--- src/rtl/free_list.sv ---
// free_list: circular FIFO of free physical register tags for the R10K
// rename stage. Dispatch pops the head tag as T_new; retire pushes the
// ROB's T_free tag back at the tail. A committed copy of the head pointer
// (arch_head) lets a branch_not_taken flush return every speculatively
// allocated tag to the list in a single cycle.
//
// Optional feature: define FREE_LIST_BYPASS_EN to let a tag being retired
// into an empty list be handed to dispatch in the same cycle.
//
// All state updates are written as `<= `SD value`. SD defaults to empty
// and exists only so that an environment can add a delay to every update.

`ifndef SD
`define SD
`endif

module free_list #(
  parameter int NUM_PHYS_REGS = 64,
  parameter int NUM_ARCH_REGS = 32
) (
  input  logic       clock,
  input  logic       reset,
  input  logic       dispatch_en,
  input  logic       retire_valid,
  input  logic [6:0] T_free_in,
  input  logic       branch_not_taken,
  output logic [6:0] T_new_out,
  output logic       free_valid,
  output logic [5:0] free_count,
  output logic       free_list_empty
);

  // ---------------------------------------------------------------------
  // Sizing
  // ---------------------------------------------------------------------
  // The list only ever holds the physical registers that are not currently
  // mapped to an architectural register.
  localparam int DEPTH   = NUM_PHYS_REGS - NUM_ARCH_REGS;
  localparam int PTR_W   = $clog2(DEPTH);
  localparam int COUNT_W = PTR_W + 1;
  localparam int TAG_W   = $clog2(NUM_PHYS_REGS);

  // A T_free value of all ones means the retiring instruction frees no tag.
  localparam logic [6:0]         NO_TAG     = 7'h7F;
  localparam logic [COUNT_W-1:0] FULL_COUNT = COUNT_W'(DEPTH);

  // ---------------------------------------------------------------------
  // State
  // ---------------------------------------------------------------------
  logic [TAG_W-1:0]   entries [DEPTH];
  logic [PTR_W-1:0]   head;       // speculative pop pointer
  logic [PTR_W-1:0]   arch_head;  // pop pointer as of the last retired instruction
  logic [PTR_W-1:0]   tail;       // push pointer
  logic [COUNT_W-1:0] count;      // tags currently allocatable

  // ---------------------------------------------------------------------
  // Per-cycle events
  // ---------------------------------------------------------------------
  logic               flush;
  logic               commit;
  logic               push_req;   // ROB offers a tag this cycle
  logic               push;       // tag is actually written
  logic               pop;        // head tag is actually handed out
  logic               bypass;     // empty list, tag forwarded from T_free_in
  logic               list_empty;
  logic               list_full;

  // Next-state values
  logic [PTR_W-1:0]   head_next;
  logic [PTR_W-1:0]   arch_head_next;
  logic [PTR_W-1:0]   tail_next;
  logic [COUNT_W-1:0] count_next;
  logic [PTR_W-1:0]   flush_span;

  assign flush      = branch_not_taken;
  assign commit     = retire_valid;
  assign push_req   = retire_valid && (T_free_in != NO_TAG);
  assign list_empty = (count == '0);
  assign list_full  = (count == FULL_COUNT);

  // Decide whether the empty-list bypass is active this cycle.
`ifdef FREE_LIST_BYPASS_EN
  // A flush rewinds head anyway, so forwarding a tag then would hand out a
  // tag that the flush immediately reclaims; bypass is held off.
  assign bypass = list_empty && push_req && !flush;
`else
  assign bypass = 1'b0;
`endif

  // ---------------------------------------------------------------------
  // Outputs: zero-latency read of the head entry
  // ---------------------------------------------------------------------
  // Drive the allocation port from the head entry or, when forwarding, from
  // the incoming retire tag.
  always_comb begin
    // NOTE: every output of this block gets a value before any branch so
    // that no path can leave it unassigned and infer a latch.
    free_valid = 1'b0;
    T_new_out  = NO_TAG;
    if (!list_empty) begin
      free_valid = 1'b1;
      T_new_out  = {1'b0, entries[head]};
    end else if (bypass) begin
      free_valid = 1'b1;
      T_new_out  = {1'b0, T_free_in[TAG_W-1:0]};
    end
  end

  assign free_count      = count;
  assign free_list_empty = list_empty;

  // ---------------------------------------------------------------------
  // Event qualification
  // ---------------------------------------------------------------------
  // Resolve which pop and push actually take effect this cycle.
  always_comb begin
    // Dispatch must stall on free_valid; a request without it is a no-op,
    // and a flush discards any pop made in the same cycle.
    pop  = dispatch_en && free_valid && !flush;
    // Pushing into a full list without a matching pop cannot happen in a
    // consistent machine; if it does, the tag is dropped rather than
    // overwriting a live entry.
    push = push_req && !(list_full && !pop);
  end

  // ---------------------------------------------------------------------
  // Next-state computation
  // ---------------------------------------------------------------------
  // Advance the pointers and count; a flush rewinds head to the post-commit
  // arch_head and recomputes the count from the rewound span.
  always_comb begin
    arch_head_next = arch_head + PTR_W'(commit);
    tail_next      = tail + PTR_W'(push);
    flush_span     = tail_next - arch_head_next;

    head_next  = head;
    count_next = count;

    if (flush) begin
      head_next = arch_head_next;
      // Every tag between arch_head and tail is free again. An equal pair
      // of pointers means the ring is completely full, never empty, since
      // no speculative allocation survives the flush.
      if (flush_span == '0) begin
        count_next = FULL_COUNT;
      end else begin
        count_next = {1'b0, flush_span};
      end
    end else begin
      if (pop) begin
        head_next = head + 1'b1;
      end
      // A bypassed pop and its push cancel, leaving the count at zero.
      unique case ({push, pop})
        2'b10:   count_next = count + 1'b1;
        2'b01:   count_next = count - 1'b1;
        default: count_next = count;
      endcase
    end
  end

  // ---------------------------------------------------------------------
  // State registers
  // ---------------------------------------------------------------------
  // Load the initial tag set on reset, otherwise apply this cycle's events.
  always_ff @(posedge clock) begin
    if (reset) begin
      // NOTE: the entry array is reset on purpose: at power-up the list
      // must already hold tags NUM_ARCH_REGS..NUM_PHYS_REGS-1, so it is
      // built from flops rather than an unresettable RAM.
      for (int i = 0; i < DEPTH; i++) begin
        entries[i[PTR_W-1:0]] <= `SD TAG_W'(NUM_ARCH_REGS + i);
      end
      head      <= `SD '0;
      arch_head <= `SD '0;
      tail      <= `SD '0;
      count     <= `SD FULL_COUNT;
    end else begin
      // NOTE: state is updated with non-blocking assignments so every
      // register samples the pre-edge values computed above.
      if (push) begin
        // In a bypass the entry is still written; head simply moves past it.
        entries[tail] <= `SD T_free_in[TAG_W-1:0];
      end
      head      <= `SD head_next;
      arch_head <= `SD arch_head_next;
      tail      <= `SD tail_next;
      count     <= `SD count_next;
    end
  end

endmodule

--- config.mk ---
export PLATFORM = sky130hd
export DESIGN_NAME = free_list
export DESIGN_NICKNAME = d
export VERILOG_FILES = /design/src/rtl/free_list.sv
export SDC_FILE = /design/constraint.sdc
export NUM_CORES = 1
export LEC_CHECK = 0
export CAP_MARGIN = 10
export CORE_ASPECT_RATIO = 2
export CORE_MARGIN = 3
export CORE_UTILIZATION = 55
export DETAILED_ROUTE_END_ITERATION = 6
export GPL_TIMING_DRIVEN = 0
export PLACE_DENSITY = 0.72
export SYNTH_ARGS = -nofsm -noshare
export SYNTH_HDL_FRONTEND = slang
export SYNTH_SLANG_ARGS = --single-unit
export TNS_END_PERCENT = 50
--- constraint.sdc ---
create_clock -name clock -period 4.7 [get_ports clock]
set_input_delay 1.175 -clock clock [delete_from_list [all_inputs] [get_ports clock]]
set_output_delay 1.175 -clock clock [all_outputs]
set_load 0.02 [all_outputs]
==> results of run 1 <==
worst max-delay path by stage:
stage,start,endpoint,cells after the start
6_report,flip-flop,T_new_out[3],6
5_1_grt,flip-flop,T_new_out[2],7
4_1_cts,flip-flop,T_new_out[3],7
3_5_place_dp,T_free_in[5],free_count[5],14
3_3_place_gp,T_free_in[5],free_count[5],14
2_1_floorplan,T_free_in[2],free_count[5],14
logic make-up (layout without fill, tap and decap cells):
family / count (synthesis) / in the layout / synth area share
flops: 218 / 218 / 0.6068
simple gates: 292 / 292 / 0.1438
buf+inv: 96 / 152 / 0.03841
mux: 64 / 64 / 0.1271
fa+ha+maj: 15 / 15 / 0.01957
xor+xnor: 17 / 17 / 0.01437
compound gates: 83 / 83 / 0.05000
worst register-to-register path: cells and delay by family (launching register included):
kind / cells / cell delay, ns
XOR/XNOR: 2 / 0.59
flip-flops: 1 / 0.39
AO/OA/AOI/OAI: 5 / 1.10
adder cells (fa/ha/maj): 3 / 0.79
AND/OR/NAND/NOR: 3 / 0.85
registers in the layout, summed over array words and instances (netlist names), named ones only:
name        flops
free_count      6
head            5
entries       192
tail            5
arch_head       5
cells in the final DEF (no fill, tap or decap), types with 6 or more instances in the layout:
cell / netlist / layout
sky130_fd_sc_hd__clkinv_1: 2 / 6
sky130_fd_sc_hd__clkdlybuf4s50_1: 0 / 24
sky130_fd_sc_hd__a21oi_1: 13 / 13
sky130_fd_sc_hd__or3_1: 66 / 66
sky130_fd_sc_hd__edfxtp_1: 192 / 192
sky130_fd_sc_hd__nand3_1: 9 / 9
sky130_fd_sc_hd__o21ai_1: 34 / 34
sky130_fd_sc_hd__xnor2_1: 10 / 10
sky130_fd_sc_hd__buf_2: 15 / 14
sky130_fd_sc_hd__mux4_2: 54 / 54
sky130_fd_sc_hd__mux2i_1: 10 / 10
sky130_fd_sc_hd__xor2_1: 7 / 7
sky130_fd_sc_hd__dfxtp_1: 26 / 26
sky130_fd_sc_hd__clkbuf_1: 57 / 55
sky130_fd_sc_hd__inv_1: 14 / 14
sky130_fd_sc_hd__and2_1: 28 / 28
sky130_fd_sc_hd__nor3_1: 58 / 58
sky130_fd_sc_hd__a211oi_1: 17 / 16
sky130_fd_sc_hd__nor2b_1: 8 / 8
sky130_fd_sc_hd__clkbuf_16: 0 / 19
sky130_fd_sc_hd__nand2_1: 62 / 62
sky130_fd_sc_hd__nor2_1: 47 / 47
sky130_fd_sc_hd__ha_1: 13 / 13
power by group through the flow:
stage                     Combinational (W)  Clock [W]  Sequential (W)
after global routing               0.000798    0.00154         0.00220
after global placement             0.000718          0         0.00224
after floorplan                    0.000462          0         0.00224
after CTS                          0.000745    0.00147         0.00220
final                              0.000748    0.00147         0.00220
after detailed placement           0.000739          0         0.00224
area by class of cell:
class	instances	area, um^2
clock inverters	11	82.58
plain buffers	79	356.6
flip-flops and latches	218	6286
fillers	1403	6929
clock buffers	21	483.0
well taps	216	270.3
multi-input cells	471	3681
repair buffers	24	240.2
inverters	17	63.81
stage by stage:
step / setup TNS [ns] / hold WS [ns] / util / setup slack [ns] / std cells
floorplan: 0 / 0.5014 / - / 1.112 / 785
global placement: 0 / 0.5336 / 0.5910 / 0.01632 / 1025
detailed placement: -0.1586 / 0.5292 / 0.5910 / -0.1085 / 1025
CTS: 0 / 0.5454 / 0.6231 / 0.0008245 / 1057
global route: 0 / 0.6161 / 0.6233 / 0.0006979 / 1057
finish: 0 / 0.5424 / 0.6233 / 0.1027 / 1057
routing by layer:
layer / wire length [um] / vias to the layer above / GRT usage / part of all wire
met3: 1891 / 138 / 0.03652 / 0.065
met2: 16190 / 403 / 0.5571 / 0.56
met5: 0 / - / 0 / 0
met1: 8289 / 3419 / 0.2794 / 0.29
met4: 2595 / 0 / 0.2089 / 0.090
li1: - / 3039 / - / -
timing repair:
| action | in CTS | in global routing |
|---|---|---|
| gates cloned | 0 | 0 |
| endpoints found under the setup margin | 6 | 6 |
| resized for setup | 9 | 6 |
==> flow_summary.yaml, run 1 <==
final_layout:
  flow.area_growth_from_synthesis_pct: 10.65
  drive_gt1_frac: 0.1344
  ant_cells: 0
  final_net_count: 856
  fin_area_um2: 11460
floorplan:
  num_rows: 70
  floorplan.initialDensity: 0.5633
  core_region_area_um2: 18390
  die-height_um: 200.1
  num_io_pins: 27
  dieWidth_um: 103.0
  die_area_um2: 20620
yosys:
  synth_sequential_area_ratio: 0.6068
  yosys.cell_count.top_type: "sky130_fd_sc_hd__edfxtp_1"
  primary_ff_master_synth: "sky130_fd_sc_hd__edfxtp_1"
  ys_ff_latch: 218
  synthesis.instances: 785
  area_of_the_mapped_netlist_um2: 10360
  synth_fp_nets: 812
  yosys.area.top_type: "sky130_fd_sc_hd__edfxtp_1"
  synth_cell_type_count: 42
  synth-edff-count: 192
  async_reset_ff_frac: 0
  post-synth-top-area-fraction: 0.5565
  synthTopCellsByCount: "sky130_fd_sc_hd__edfxtp_1 (192), sky130_fd_sc_hd__or3_1 (66), sky130_fd_sc_hd__nand2_1 (62)"
  yosysWarnings: 0
  synthTopCellsByArea: "sky130_fd_sc_hd__edfxtp_1 (56%), sky130_fd_sc_hd__mux4_2 (12%), sky130_fd_sc_hd__dfxtp_1 (5.0%)"
  avgSynthCellArea_um2: 13.20
worst_hold_path:
  hold_path.class: "flip-flop to flip-flop"
  holdPathEnd: "arch_head[4]"
  timing.hold.worst_path_depth: 2
  hold_path.startpoint: "arch_head[4]"
power:
  p_seq_frac: 0.498
  power.static_leakage_nw: 3.278
  power.share.combinational: 0.169
  power.share.clock: 0.333
  design_power_total_w: 0.004424
  net-switching-power_w: 0.001180
  cellPowerDensity_nw_per_um2: 385.9
  p_int_w: 0.003244
  worst_ir_drop_vdd_mv: 0.2977
  power_switching_share: 0.2668
critical_path:
  reg2regPathDepth: 13
  critPathCaptureType: "output pin"
  timing.critical_path.fanout_max: 10
  crit_required_ns: 3.52
  path_buf_inv: 2
  ff2ff_setup_slack_ns: 0.90
  most_used_cell_along_the_critical_path: "sky130_fd_sc_hd__mux4_2"
  cpMaxStageDelayCell: "sky130_fd_sc_hd__mux4_2"
  critical_path.max_stage_delay_ns: 0.64
  cells_along_the_critical_path: "clkdlybuf4s15_2, mux4_2, mux4_2, a21oi_1, nand2_1, clkdlybuf4s50_1"
  r2r_end: "free_count[5]"
  crit_arrival_ns: 3.42
  critPathLaunchType: "flip-flop"
  setup.worst_path.class: "flip-flop to output pin"
  cpLargestDelayFamily: "multiplexers"
  worstReg2RegStart: "free_count[1]"
timing:
  hold_viol: 0
  post-route-period-util: 0.9781
  max_slew_margin: 0.4687
  final_period_minus_worst_setup_slack_ns: 4.597
  worst-slew-pin-transition_ns: 0.7970
  final_number_of_setup_violating_endpoints: 0
  fin_skew_ns: 0.009592
  unrepaired_setup_endpoints_after_global_routing: "false"
  drv_slew: 0
  max_freq_mhz: 217.5
routing:
  route.detailed.drc: 0
  vias: 6999
  vias_per_cell: 6.622
  drt_iter0_markers: 709
  routed_wire_length_per_instance_um: 27.40
  drtPass1Iterations: 5
  wirelength_mm: 28.97
  antenna_violating_nets_post_route: 0
grt:
  grt_antenna_before_repair: 0
  grt_max_degree: 19
  globalRouteOverflowTotal: 0
  grt_total_usage: 0.2946
  grt_pass1_wl_mm: 43.29
  first_global_vias: 7385
clocking:
  cts.root.buffer_cell: "sky130_fd_sc_hd__clkbuf_16"
  skew_pair_late_insertion_delay_ns: 0.49
  clock_sinks: 218
  clock_tree.buffer_depth: 3
  cts_hold_repair.buffers: 0
  clkTransAtPathRegs_ns: 0.07
  tritoncts: "built"
  postCtsSetupRepairBufs: 0
  cts_inserted_buffers: 18
  count_of_h_tree_levels_built_during_cts: 1
place:
  gp_routability_congestion: 0.9717
  placed_cell_area_um2: 10870
  hpwlAfterDp_mm: 22.04
  place.port_buffers: 24
status:
  run_status: "finished clean"
flow_run:
  cap_violations: 0
(Power assumes the default switching activity.)
==> run 2, diff against run 1 <==
--- a/config.mk
+++ b/config.mk
@@ -11,7 +11,7 @@
 export CORE_UTILIZATION = 55
 export DETAILED_ROUTE_END_ITERATION = 6
 export GPL_TIMING_DRIVEN = 0
-export PLACE_DENSITY = 0.72
+export PLACE_DENSITY = 0.83
 export SYNTH_ARGS = -nofsm -noshare
 export SYNTH_HDL_FRONTEND = slang
 export SYNTH_SLANG_ARGS = --single-unit
==> flow_summary.yaml, run 2 (synthesis results as in run 1) <==
timing:
  hold_viol: 0
  fin_skew_ns: 0.01194
  unrepaired_setup_endpoints_after_global_routing: "false"
  drv_slew: 0
  max_freq_mhz: 222.7
  final_period_minus_worst_setup_slack_ns: 4.491
  fin_hold_ws_ns: 0.5807
  final_number_of_setup_violating_endpoints: 0
  max_slew_margin: 0.4259
  worst-slew-pin-transition_ns: 0.8611
  post-route-period-util: 0.9555
  fin_setup_tns_ns: 0
clocking:
  clock_sinks: 218
  skew_pair_late_insertion_delay_ns: 0.50
  count_of_h_tree_levels_built_during_cts: 1
  tritoncts: "built"
  clkTransAtPathRegs_ns: 0.07
  cts.root.buffer_cell: "sky130_fd_sc_hd__clkbuf_16"
  cts_inserted_buffers: 18
  clock_tree.buffer_depth: 3
final_layout:
  layout_commonest_cell: "sky130_fd_sc_hd__edfxtp_1"
  regMostFlops: "entries"
  final_net_count: 856
  flow.area_growth_from_synthesis_pct: 10.85
  layout_common_cells: "sky130_fd_sc_hd__edfxtp_1 (192), sky130_fd_sc_hd__or3_1 (66), sky130_fd_sc_hd__nand2_1 (62)"
  largest_register_ffs: 192
  drive_gt1_frac: 0.1332
  ant_cells: 0
  postLayoutCoreUtil: 0.6244
critical_path:
  setup.worst_path.class: "flip-flop to output pin"
  crit_arrival_ns: 3.32
  timing.critical_path.fanout_max: 10
  critPathCaptureType: "output pin"
  critPathLaunchType: "flip-flop"
  crit_required_ns: 3.52
grt:
  grt_total_usage: 0.2921
  first_global_vias: 7244
  grt_antenna_before_repair: 0
  grt_max_degree: 19
  globalRouteOverflowTotal: 0
  grt_pass1_wl_mm: 42.97
power:
  cellPowerDensity_nw_per_um2: 390.7
  power.static_leakage_nw: 3.292
  worst_ir_drop_vdd_mv: 0.3570
place:
  gp_routability_congestion: 1.051
  hpwlAfterDp_mm: 21.13
  place.port_buffers: 24
floorplan:
  die-height_um: 200.1
  num_rows: 70
  num_io_pins: 27
  core_region_area_um2: 18390
  dieWidth_um: 103.0
  floorplan.initialDensity: 0.5633
  die_area_um2: 20620
worst_hold_path:
  hold_path.class: "flip-flop to flip-flop"
routing:
  routed_wire_length_per_instance_um: 26.74
  route.detailed.drc: 0
  drt_iter0_markers: 775
  wirelength_mm: 28.26
  drtPass1Iterations: 6
  vias_per_cell: 6.648
  antenna_violating_nets_post_route: 0
  vias: 7027
status:
  run_status: "finished clean"
flow_run:
  cap_violations: 0
run 2: cell count changes in the layout (fill, tap and decap cells not counted), sizes merged:
cell           before  now
clkdlybuf4s15       1    0
bufinv              1    2
clkbuf             78   80
clkinvlp            4    3
clkinv              8    7
run 2: per-layer routing:
layer / track usage / routed length [um] / share of wire / up-vias
li1: - / - / - / 3039
met1: 0.2889 / 7883 / 0.28 / 3346
met2: 0.5270 / 15440 / 0.55 / 491
met3: 0.04522 / 2158 / 0.076 / 151
met4: 0.2219 / 2780 / 0.098 / 0
met5: 0 / 0 / 0 / -
run 2: final timing paths:
check | startpoint | slack [ns] | depth (start not counted) | end
worst min-delay path | arch_head[4] | 0.58 | 2 | arch_head[4]
worst min register to register | arch_head[4] | 0.58 | 2 | arch_head[4]
worst max-delay path | flip-flop | 0.21 | 6 | T_new_out[1]
worst max register to register | free_count[1] | 1.00 | 13 | free_count[5]
run 2: what timing repair did:
| item | CTS | global route |
|---|---|---|
| setup endpoints to repair | 6 | 6 |
| resized for setup | 7 | 14 |
| setup buffers | 0 | 0 |
| hold buffers | 0 | 0 |
run 2: final cells by class:
type                    instances  area (um^2)
flip-flops and latches        218         6286
plain buffers                  79        356.6
multi-input cells             471         3676
fillers                      1354         6909
clock buffers                  22        486.7
repair buffers                 24        240.2
inverters                      17        63.81
well taps                     216        270.3
clock inverters                10        103.9
run 2: through the flow:
stage	instances	power, W	setup WS [ns]	cell area (um^2)
finish	1057	0.004486	0.2093	11480
global route	1057	0.004601	0.08477	11480
CTS	1057	0.004466	0.01821	11480
detailed placement	1025	0.002973	0.08420	10870
global placement	1025	0.002953	0.1672	10870
floorplan	785	0.002701	1.112	10360
run 2: report_power, final:
part	total [W]	internal (W)	switching (W)
logic	0.000747	0.000293	0.000454
clock network	0.00154	0.000853	0.000686
registers	0.00220	0.00216	0.0000437
total	0.00449	0.00330	0.00118
run 2: worst max-delay path, stage by stage (launching register included):
cell                              delay, ns
sky130_fd_sc_hd__dfxtp_1               0.47
sky130_fd_sc_hd__buf_2                 0.40
sky130_fd_sc_hd__mux4_2                0.64
sky130_fd_sc_hd__mux4_2                0.52
sky130_fd_sc_hd__a21oi_1               0.16
sky130_fd_sc_hd__nand2_1               0.07
sky130_fd_sc_hd__clkdlybuf4s50_1       0.55
